File: config.mk
export PLATFORM = sky130hd
export DESIGN_NAME = pbs_battle_datapath
export DESIGN_NICKNAME = d
export VERILOG_FILES = /design/src/rtl/pbs_battle_datapath.sv
export SDC_FILE = /design/constraint.sdc
export NUM_CORES = 1
export LEC_CHECK = 0
export CAP_MARGIN = 5
export CORE_ASPECT_RATIO = 1.25
export CORE_UTILIZATION = 50
export DETAILED_ROUTE_END_ITERATION = 12
export PLACE_DENSITY_LB_ADDON = 0.3
export SLEW_MARGIN = 0
export SYNTH_ARGS = -nofsm -noshare
export SYNTH_HDL_FRONTEND = slang
export SYNTH_SLANG_ARGS = --single-unit
File: constraint.sdc
create_clock -name clk -period 1.8 [get_ports clk]
set_input_delay 0.45 -clock clk [delete_from_list [all_inputs] [get_ports clk]]
set_output_delay 0.45 -clock clk [all_outputs]
set_load 0.02 [all_outputs]
File: src/rtl/pbs_battle_datapath.sv
// pbs_battle_datapath
//
// Battle datapath for the Pokemon battle simulator. It sits downstream of the
// battle control FSM. It latches the player's move, draws the AI's move from a
// free-running LFSR, computes damage with a 4-step shift-add multiplier and
// subtracts that damage from the targeted Pokemon's HP, saturating at zero.
//
// Ports:
//   clk            clock
//   reset_n        synchronous active-low reset
//   move_sel       player move select (switches)
//   ld_move        latch move_sel into the player move register
//   calc_damage    level request: compute damage for the active trainer
//   active_trainer 0 = player attacks, 1 = AI attacks
//   target         0 = player Pokemon, 1 = AI Pokemon (sampled at apply)
//   apply_damage   level request: subtract damage from the target's HP (edge-detected)
//   p_hp, ai_hp    HP registers
//   p_fainted      p_hp == 0
//   ai_fainted     ai_hp == 0
//   damage         last computed damage
//   calc_done      high while the calculator is in its DONE state

module pbs_battle_datapath #(
    parameter int unsigned     HP_W      = 8,
    parameter logic [HP_W-1:0] P_MAX_HP  = HP_W'(100),
    parameter logic [HP_W-1:0] AI_MAX_HP = HP_W'(100),
    parameter logic [3:0]      P_ATK     = 4'd5,
    parameter logic [3:0]      AI_ATK    = 4'd4
) (
    input  logic            clk,
    input  logic            reset_n,
    input  logic [1:0]      move_sel,
    input  logic            ld_move,
    input  logic            calc_damage,
    input  logic            active_trainer,
    input  logic            target,
    input  logic            apply_damage,
    output logic [HP_W-1:0] p_hp,
    output logic [HP_W-1:0] ai_hp,
    output logic            p_fainted,
    output logic            ai_fainted,
    output logic [7:0]      damage,
    output logic            calc_done
);

    // Comparison width wide enough for both HP and the 8-bit damage value.
    localparam int unsigned CMP_W = (HP_W > 8) ? HP_W : 8;

    typedef enum logic [1:0] {
        StIdle,
        StMul,
        StDone
    } calc_state_e;

    calc_state_e     state_q, state_d;
    logic [7:0]      lfsr_q, lfsr_d;
    logic [1:0]      pmove_q, pmove_d;
    logic [7:0]      mcand_q, mcand_d;
    logic [3:0]      mplier_q, mplier_d;
    logic [7:0]      acc_q, acc_d;
    logic [1:0]      cnt_q, cnt_d;
    logic [7:0]      damage_q, damage_d;
    logic            apply_prev_q;
    logic [HP_W-1:0] p_hp_q, p_hp_d;
    logic [HP_W-1:0] ai_hp_q, ai_hp_d;

    logic [1:0]      sel_move;
    logic [7:0]      acc_sum;
    logic            apply_edge;
    logic            apply_ok;

    function automatic logic [3:0] move_power(input logic [1:0] mv);
        logic [3:0] pwr;
        unique case (mv)
            2'd0: pwr = 4'd4;
            2'd1: pwr = 4'd6;
            2'd2: pwr = 4'd8;
            2'd3: pwr = 4'd10;
        endcase
        return pwr;
    endfunction

    function automatic logic [HP_W-1:0] sat_sub(input logic [HP_W-1:0] hp,
                                                 input logic [7:0]      dmg);
        logic [CMP_W-1:0] hp_w;
        logic [CMP_W-1:0] dmg_w;
        hp_w  = CMP_W'(hp);
        dmg_w = CMP_W'(dmg);
        return (hp_w > dmg_w) ? HP_W'(hp_w - dmg_w) : '0;
    endfunction

    // Free-running LFSR; the AI move is its low two bits at the start edge.
    always_comb begin
        lfsr_d = {lfsr_q[6:0], lfsr_q[7] ^ lfsr_q[5] ^ lfsr_q[4] ^ lfsr_q[3]};
    end

    always_comb begin
        pmove_d = ld_move ? move_sel : pmove_q;
    end

    // Calculator FSM and shift-add multiplier.
    always_comb begin
        state_d  = state_q;
        mcand_d  = mcand_q;
        mplier_d = mplier_q;
        acc_d    = acc_q;
        cnt_d    = cnt_q;
        damage_d = damage_q;

        sel_move = active_trainer ? lfsr_q[1:0] : pmove_q;
        acc_sum  = acc_q + (mplier_q[0] ? mcand_q : 8'd0);

        unique case (state_q)
            StIdle: begin
                if (calc_damage) begin
                    mcand_d  = {4'd0, move_power(sel_move)};
                    mplier_d = active_trainer ? AI_ATK : P_ATK;
                    acc_d    = 8'd0;
                    cnt_d    = 2'd0;
                    state_d  = StMul;
                end
            end
            StMul: begin
                acc_d    = acc_sum;
                mcand_d  = mcand_q << 1;
                mplier_d = mplier_q >> 1;
                cnt_d    = cnt_q + 2'd1;
                if (cnt_q == 2'd3) begin
                    // Final step: include this cycle's partial product before halving.
                    damage_d = {1'b0, acc_sum[7:1]};
                    state_d  = StDone;
                end
            end
            StDone: begin
                if (!calc_damage) begin
                    state_d = StIdle;
                end
            end
            default: state_d = StIdle;
        endcase
    end

    // One subtraction per apply_damage assertion. A rising edge seen during
    // MUL is dropped, but the edge register still advances so it is consumed.
    always_comb begin
        p_hp_d     = p_hp_q;
        ai_hp_d    = ai_hp_q;
        apply_edge = apply_damage & ~apply_prev_q;
        apply_ok   = apply_edge && (state_q != StMul);
        if (apply_ok) begin
            if (target) begin
                ai_hp_d = sat_sub(ai_hp_q, damage_q);
            end else begin
                p_hp_d = sat_sub(p_hp_q, damage_q);
            end
        end
    end

    always_ff @(posedge clk) begin
        if (!reset_n) begin
            state_q      <= StIdle;
            lfsr_q       <= 8'hA5;
            pmove_q      <= 2'd0;
            mcand_q      <= 8'd0;
            mplier_q     <= 4'd0;
            acc_q        <= 8'd0;
            cnt_q        <= 2'd0;
            damage_q     <= 8'd0;
            apply_prev_q <= 1'b0;
            p_hp_q       <= P_MAX_HP;
            ai_hp_q      <= AI_MAX_HP;
        end else begin
            state_q      <= state_d;
            lfsr_q       <= lfsr_d;
            pmove_q      <= pmove_d;
            mcand_q      <= mcand_d;
            mplier_q     <= mplier_d;
            acc_q        <= acc_d;
            cnt_q        <= cnt_d;
            damage_q     <= damage_d;
            apply_prev_q <= apply_damage;
            p_hp_q       <= p_hp_d;
            ai_hp_q      <= ai_hp_d;
        end
    end

    assign p_hp       = p_hp_q;
    assign ai_hp      = ai_hp_q;
    assign p_fainted  = (p_hp_q == '0);
    assign ai_fainted = (ai_hp_q == '0);
    assign damage     = damage_q;
    assign calc_done  = (state_q == StDone);

endmodule

# Word level (Yosys, flattened, before mapping)
# Cells that the tools add are included.
[op_classes]
n_addsub = 4
order_cmp = 2
n_eq_ne = 10
bitwise = 6
mux = 18
n_reduce_logical = 11
[ops]
columns = ["op", "n"]
rows = [
  ["two-way mux 8 bit", 5],
  ["case mux 8 bit (2 select lines)", 2],
  ["> comparator 8 x 7 -> 1 bit", 2],
  ["logical NOT 8 bit", 2],
  ["case mux 4 bit (4 select lines)", 1],
  ["subtractor 8 x 7 -> 8 bit", 2],
  ["two-way mux 2 bit", 5],
  ["adder 8 bit", 1],
  ["== test 2 bit (second input constant)", 4],
  ["case mux 4 bit (2 select lines)", 1],
  ["AND reduction 2 bit", 4],
  ["inequality test 2 bit (second input constant)", 3],
  ["case mux 2 bit (3 select lines)", 1],
  ["== test 2 x 1 -> 1 bit (second input constant)", 2],
  ["logical NOT 2 bit", 2],
  ["two-way mux 4 bit", 1],
  ["case mux 2 bit (2 select lines)", 1],
  ["AND reduction 3 bit", 1],
  ["XOR 1 bit", 3],
  ["adder 2 x 1 -> 2 bit (second input constant)", 1],
  ["inequality test 2 x 1 -> 1 bit (second input constant)", 1],
  ["inverter 1 bit", 2],
  ["nonzero test 2 bit", 1],
  ["bitwise AND 1 bit", 1],
  ["2 further kinds", 2],
]
[word_totals]
wordCells = 62
output_inout_bits = 27
regBits = 58
input_bits = 9

# Longest topological paths before layout
# Gate-level depths: netlist of the first run.
[depth]
depth_word = 5
depth_mapped = 9
depth_no_buf = 9

# Worst setup path after synthesis of the first run
# No wires, ideal clock.
[synth_path]
kind = "register to register"
start = "register damage_q[0] (netlist: damage[0])"
end = "register ai_hp_q[3] (netlist: ai_hp[3])"
period_less_slack_ps = 2175
arrival_time_ps = 2042
path_buffers = 0
path_slack_ps = -375
path_stages_with_launch = 9
setup_ps = 132
t_required_ps = 1668
path_cell_list = "dfxtp_1 -> ha_1 -> inv_1 -> fa_1 -> nand3_1 -> a21oi_1 -> o41ai_2 -> or4_1 -> a21oi_1"
[synth_between]
elab_chain_cells = 2
elab_cells_between_ends = 3
classes_between = "add/sub (1); order compare (1); mux (1)"
[synth_rtl]
columns = ["element", "line", "rtl"]
rows = [
  ["start: declaration", "62", "logic [7:0] damage_q, damage_d;"],
  ["start signal: assignment", "180", "damage_q <= damage_d;"],
  ["subtractor 8 x 7 -> 8 bit / > comparator 8 x 7 -> 1 bit (equally long branches)", "89", "return (hp_w > dmg_w) ? HP_W'(hp_w - dmg_w) : '0;"],
  ["two-way mux 8 bit (*)", "89", ""],
  ["end signal: assignment", "183", "ai_hp_q <= ai_hp_d;"],
  ["end: declaration", "65", "logic [HP_W-1:0] ai_hp_q, ai_hp_d;"],
]
# Mark *: on every way between the ends. The rest lies on a longest branch, timed or not.
# A chain may end at the register's enable or synchronous reset.

# Worst setup path in the final report of the first run
[layout_path]
start = "register mplier_q[0]"
end = "register acc_q[7]"
[layout_between]
elab_chain_cells = 3
[layout_rtl]
columns = ["element", "line", "rtl"]
rows = [
  ["start: declaration", "59", "logic [3:0] mplier_q, mplier_d;"],
  ["start signal: assignment", "177", "mplier_q <= mplier_d;"],
  ["two-way mux 8 bit", "111", "acc_sum = acc_q + (mplier_q[0] ? mcand_q : 8'd0);"],
  ["adder 8 bit", "111", ""],
  ["case mux 8 bit (2 select lines)", "113", "unique case (state_q)"],
  ["end signal: assignment", "166", "acc_q <= 8'd0;"],
  ["end signal: assignment", "178", "acc_q <= acc_d;"],
  ["end: declaration", "60", "logic [7:0] acc_q, acc_d;"],
]
# Every way passes these cells.

==> results of run 1 <==
[flip-flops by register name, indices dropped and copies added, names as in the netlist]
signal and count:
mplier_q 3, mcand_q 7, acc_q 7, state_q 2, damage 7, lfsr_q 8
p_hp 8, ai_hp 8, pmove_q 2, apply_prev_q 1, cnt_q 2
[metal layers]
layer	global-route usage (%)	part of all wire (%)	routed length [µm]
met2	59.3	55	5200
met5	0	0	0
met1	30.4	37	3500
met4	14.8	3.6	336
met3	3.83	3.8	360
[worst max-delay path: cells and delay by family (launching register included)]
family / cells / cell delay (ps)
AND/OR/NAND/NOR: 3 / 350
adder cells (fa/ha/maj): 2 / 490
AO/OA/AOI/OAI: 3 / 490
flip-flops: 1 / 390
buffers and inverters: 2 / 170
[Yosys cell counts (5+ instances only)]
cell / instances
nor2_1: 35
o21ai_0: 14
clkbuf_1: 16
nor3_1: 7
mux2i_1: 6
o31ai_1: 5
xnor2_1: 9
a21oi_1: 36
or4_1: 7
nand2_1: 21
dfxtp_1: 55
nand2b_1: 7
a21o_1: 5
a22oi_1: 11
nand3_1: 10
inv_1: 21
and2_1: 12
ha_1: 21
[through the flow]
step	area (µm²)	setup TNS, ps
2_1_floorplan	3180	-144
3_3_place_gp	4060	-2970
3_5_place_dp	4060	-3860
4_1_cts	4440	-1190
5_1_grt	4660	-3090
6_report	4660	-1660
[cell usage in the layout (no fill, tap or decap), types with 5 or more instances in the layout]
| master | synthesis | routed |
|---|---|---|
| buf_4 | 1 | 74 |
| dfxtp_1 | 55 | 38 |
| nor2_1 | 35 | 32 |
| a21oi_1 | 36 | 29 |
| nand2_1 | 21 | 20 |
| dlygate4sd2_1 | 0 | 20 |
| ha_4 | 0 | 13 |
| inv_1 | 21 | 11 |
| and2_1 | 12 | 11 |
| dfxtp_2 | 0 | 11 |
| a22oi_1 | 11 | 9 |
| buf_6 | 0 | 9 |
| clkdlybuf4s50_1 | 0 | 8 |
| nand2b_1 | 7 | 7 |
| nor3_1 | 7 | 7 |
| xnor2_1 | 9 | 7 |
| nand3_1 | 10 | 7 |
| o21ai_0 | 14 | 7 |
| ha_1 | 21 | 7 |
| inv_2 | 0 | 6 |
| mux2i_1 | 6 | 6 |
| o21ai_1 | 0 | 6 |
| dfxtp_4 | 0 | 6 |
| a21o_1 | 5 | 5 |
| clkbuf_8 | 0 | 5 |
[timing repair]
action,4_1_cts,5_1_grt
gates cloned,0,0
endpoints found under the setup margin,37,32
gates resized for setup,74,45
buffers inserted,13,5
pin swaps,28,22
[report_power, final]
group	switching [W]	total, W	leakage, nW	internal, W
registers	0.0000352	0.00129	0.457	0.00126
clock network	0.000424	0.000839	0.0581	0.000415
logic	0.000257	0.000513	1.46	0.000256
total	0.000716	0.00264	1.97	0.00193
[area by class of cell]
class / instances / share of cell area [%]
clock inverters: 3 / 0.940
well taps: 66 / 1.77
inverters: 21 / 1.91
clock buffers: 5 / 1.48
flip-flops and latches: 55 / 24.4
multi-input cells: 264 / 47.6
repair buffers: 118 / 21.9
[path summary, 6_finish.rpt]
path,startpoint,end,cells after the start
worst max register to register,mplier_q[0],acc_q[7],10
worst min-delay path,lfsr_q[6],lfsr_q[7],1
worst min register to register,lfsr_q[6],lfsr_q[7],1
worst max-delay path,mplier_q[0],acc_q[7],10
[cell families (layout without fill, tap and decap cells)]
family,count (synthesis),in the layout
other cells,1,1
flops,55,55
xor+xnor,13,13
compound gates,100,100
fa+ha+maj,24,24
mux,6,6
simple gates,120,120
buf+inv,40,147
==> results.json, run 1 <==
{
  "status": "finished with violations",
  "violations": "setup timing",
  "critPathMaxFanout": 6,
  "startpoint_type": "register",
  "grt_pass1_wl_um": 14800,
  "h-tree-depth": 2,
  "setup-violations-final": 20,
  "instances_no_fill": 532,
  "crit_type": "reg -> reg",
  "cts_root_buf": "clkbuf_8",
  "pre_cts_ws_ps": -551,
  "boundaryPins": 36,
  "ir_drop_mv": 0.555,
  "synth_top_family_by_area": "compound AO/OA/AOI/OAI gates",
  "layout-drive-gt1-share_pct": 39.3,
  "worst_ep_arrival_time_ps": 2190,
  "portBuffers": 34,
  "syn_nets": 392,
  "max_stage_delay_ps": 390,
  "tightestPinTransition_ps": 492,
  "cts_buffer_depth": 2,
  "synth_top_area_share_pct": 36.2,
  "p_leak_nw": 1.97,
  "period_needed_ps": 1960,
  "min_path_type": "reg -> reg",
  "critPathSlowestCell": "dfxtp_4",
  "start_util_pct": 52.3,
  "yosysTopAreaCell": "dfxtp_1",
  "p_total_w": 0.00264,
  "synth_compound_area_share_pct": 21.8,
  "rrSetupSlack_ps": -160,
  "multi_input_area_mm2": 0.00222,
  "worstPathCellList": "and2_4 > ha_4 > inv_2 > fa_2 > nor2b_2 > o31a_1 > o22a_1 > buf_4 > nand3_2 > o211ai_1",
  "endpoint_kind": "register",
  "die-width_um": 71.8,
  "fp.dieH_um": 89.3,
  "dieArea_mm2": 0.00641,
  "synthToLayoutAreaGrowth_pct": 53.0,
  "max-cap-violations": 0,
  "clk_pin_slew_ps": 100,
  "place.gp.congestion": 0.917,
  "syn_inst": 359,
  "cts_hold_buffers": 0,
  "synth_xor_area_share_pct": 3.74,
  "synth_seq_cells": 55,
  "synthFlopType": "dfxtp_1",
  "max_freq_ghz": 0.510,
  "n_fill_cell": 366,
  "slew-limit-headroom_pct": 66.4,
  "syn-cell-area_mm2": 0.00305,
  "antenna_left": 0,
  "hpwl_um": 6100,
  "finalMaxSlewViolations": 0,
  "utilization_pct": 80.1,
  "track_usage_pct": 29.8,
  "antenna_found_initial": 0,
  "synthDistinctLibCells": 52,
  "dr.pass1.iters": 4,
  "clock_latency_ps": 310,
  "diodes": 0,
  "avgSynthCellArea_um2": 8.48,
  "synthArstFlopShare_pct": 0,
  "synthTopCellsByArea": "dfxtp_1 36%, ha_1 8.6%, a21oi_1 5.9%, nor2_1 4.3%, a22oi_1 2.7%",
  "core.rowCount": 31,
  "final_nets": 498,
  "rsz0062_at_grt": "true",
  "grt_pass1_vias": 3271,
  "fin_worst_skew_ps": 10.5,
  "synthSimpleGateAreaFrac_pct": 20.5,
  "power_density_mw_per_mm2": 567,
  "seq_area_frac_synth_pct": 36.2,
  "clkSinkCount": 55,
  "timing.final.crit_share_pct": 109,
  "core-area_mm2": 0.00582,
  "seqCellArea_mm2": 0.00114,
  "wl_um": 9400,
  "grt_max_degree": 27,
  "synth_fa_ha_area_share_pct": 10.6,
  "worst_slack_ps": -162,
  "synth_edf_count": 0,
  "cts_tree": "built",
  "drtIter0Drc": 183,
  "finalHoldViolations": 0,
  "synthMuxAreaShare_pct": 1.97,
  "dp_cells": 511,
  "wl_per_cell_um": 17.7,
  "drc": 0,
  "critical_path_required_ps": 2030,
  "via_per_inst": 5.98,
  "yosys_warnings": 0,
  "grt_remaining_overflow": 0,
  "hold_ws_ps": 424,
  "vias": 3184,
  "cts_buffers": 5
}
Power figures use the tool's default switching activity.
==> run 2: changes to the inputs <==
Settings changed: CTS_CLUSTER_SIZE set to 24.
==> results of run 2 <==
No change in the layout: final DEF, timing and power equal those of run 1.
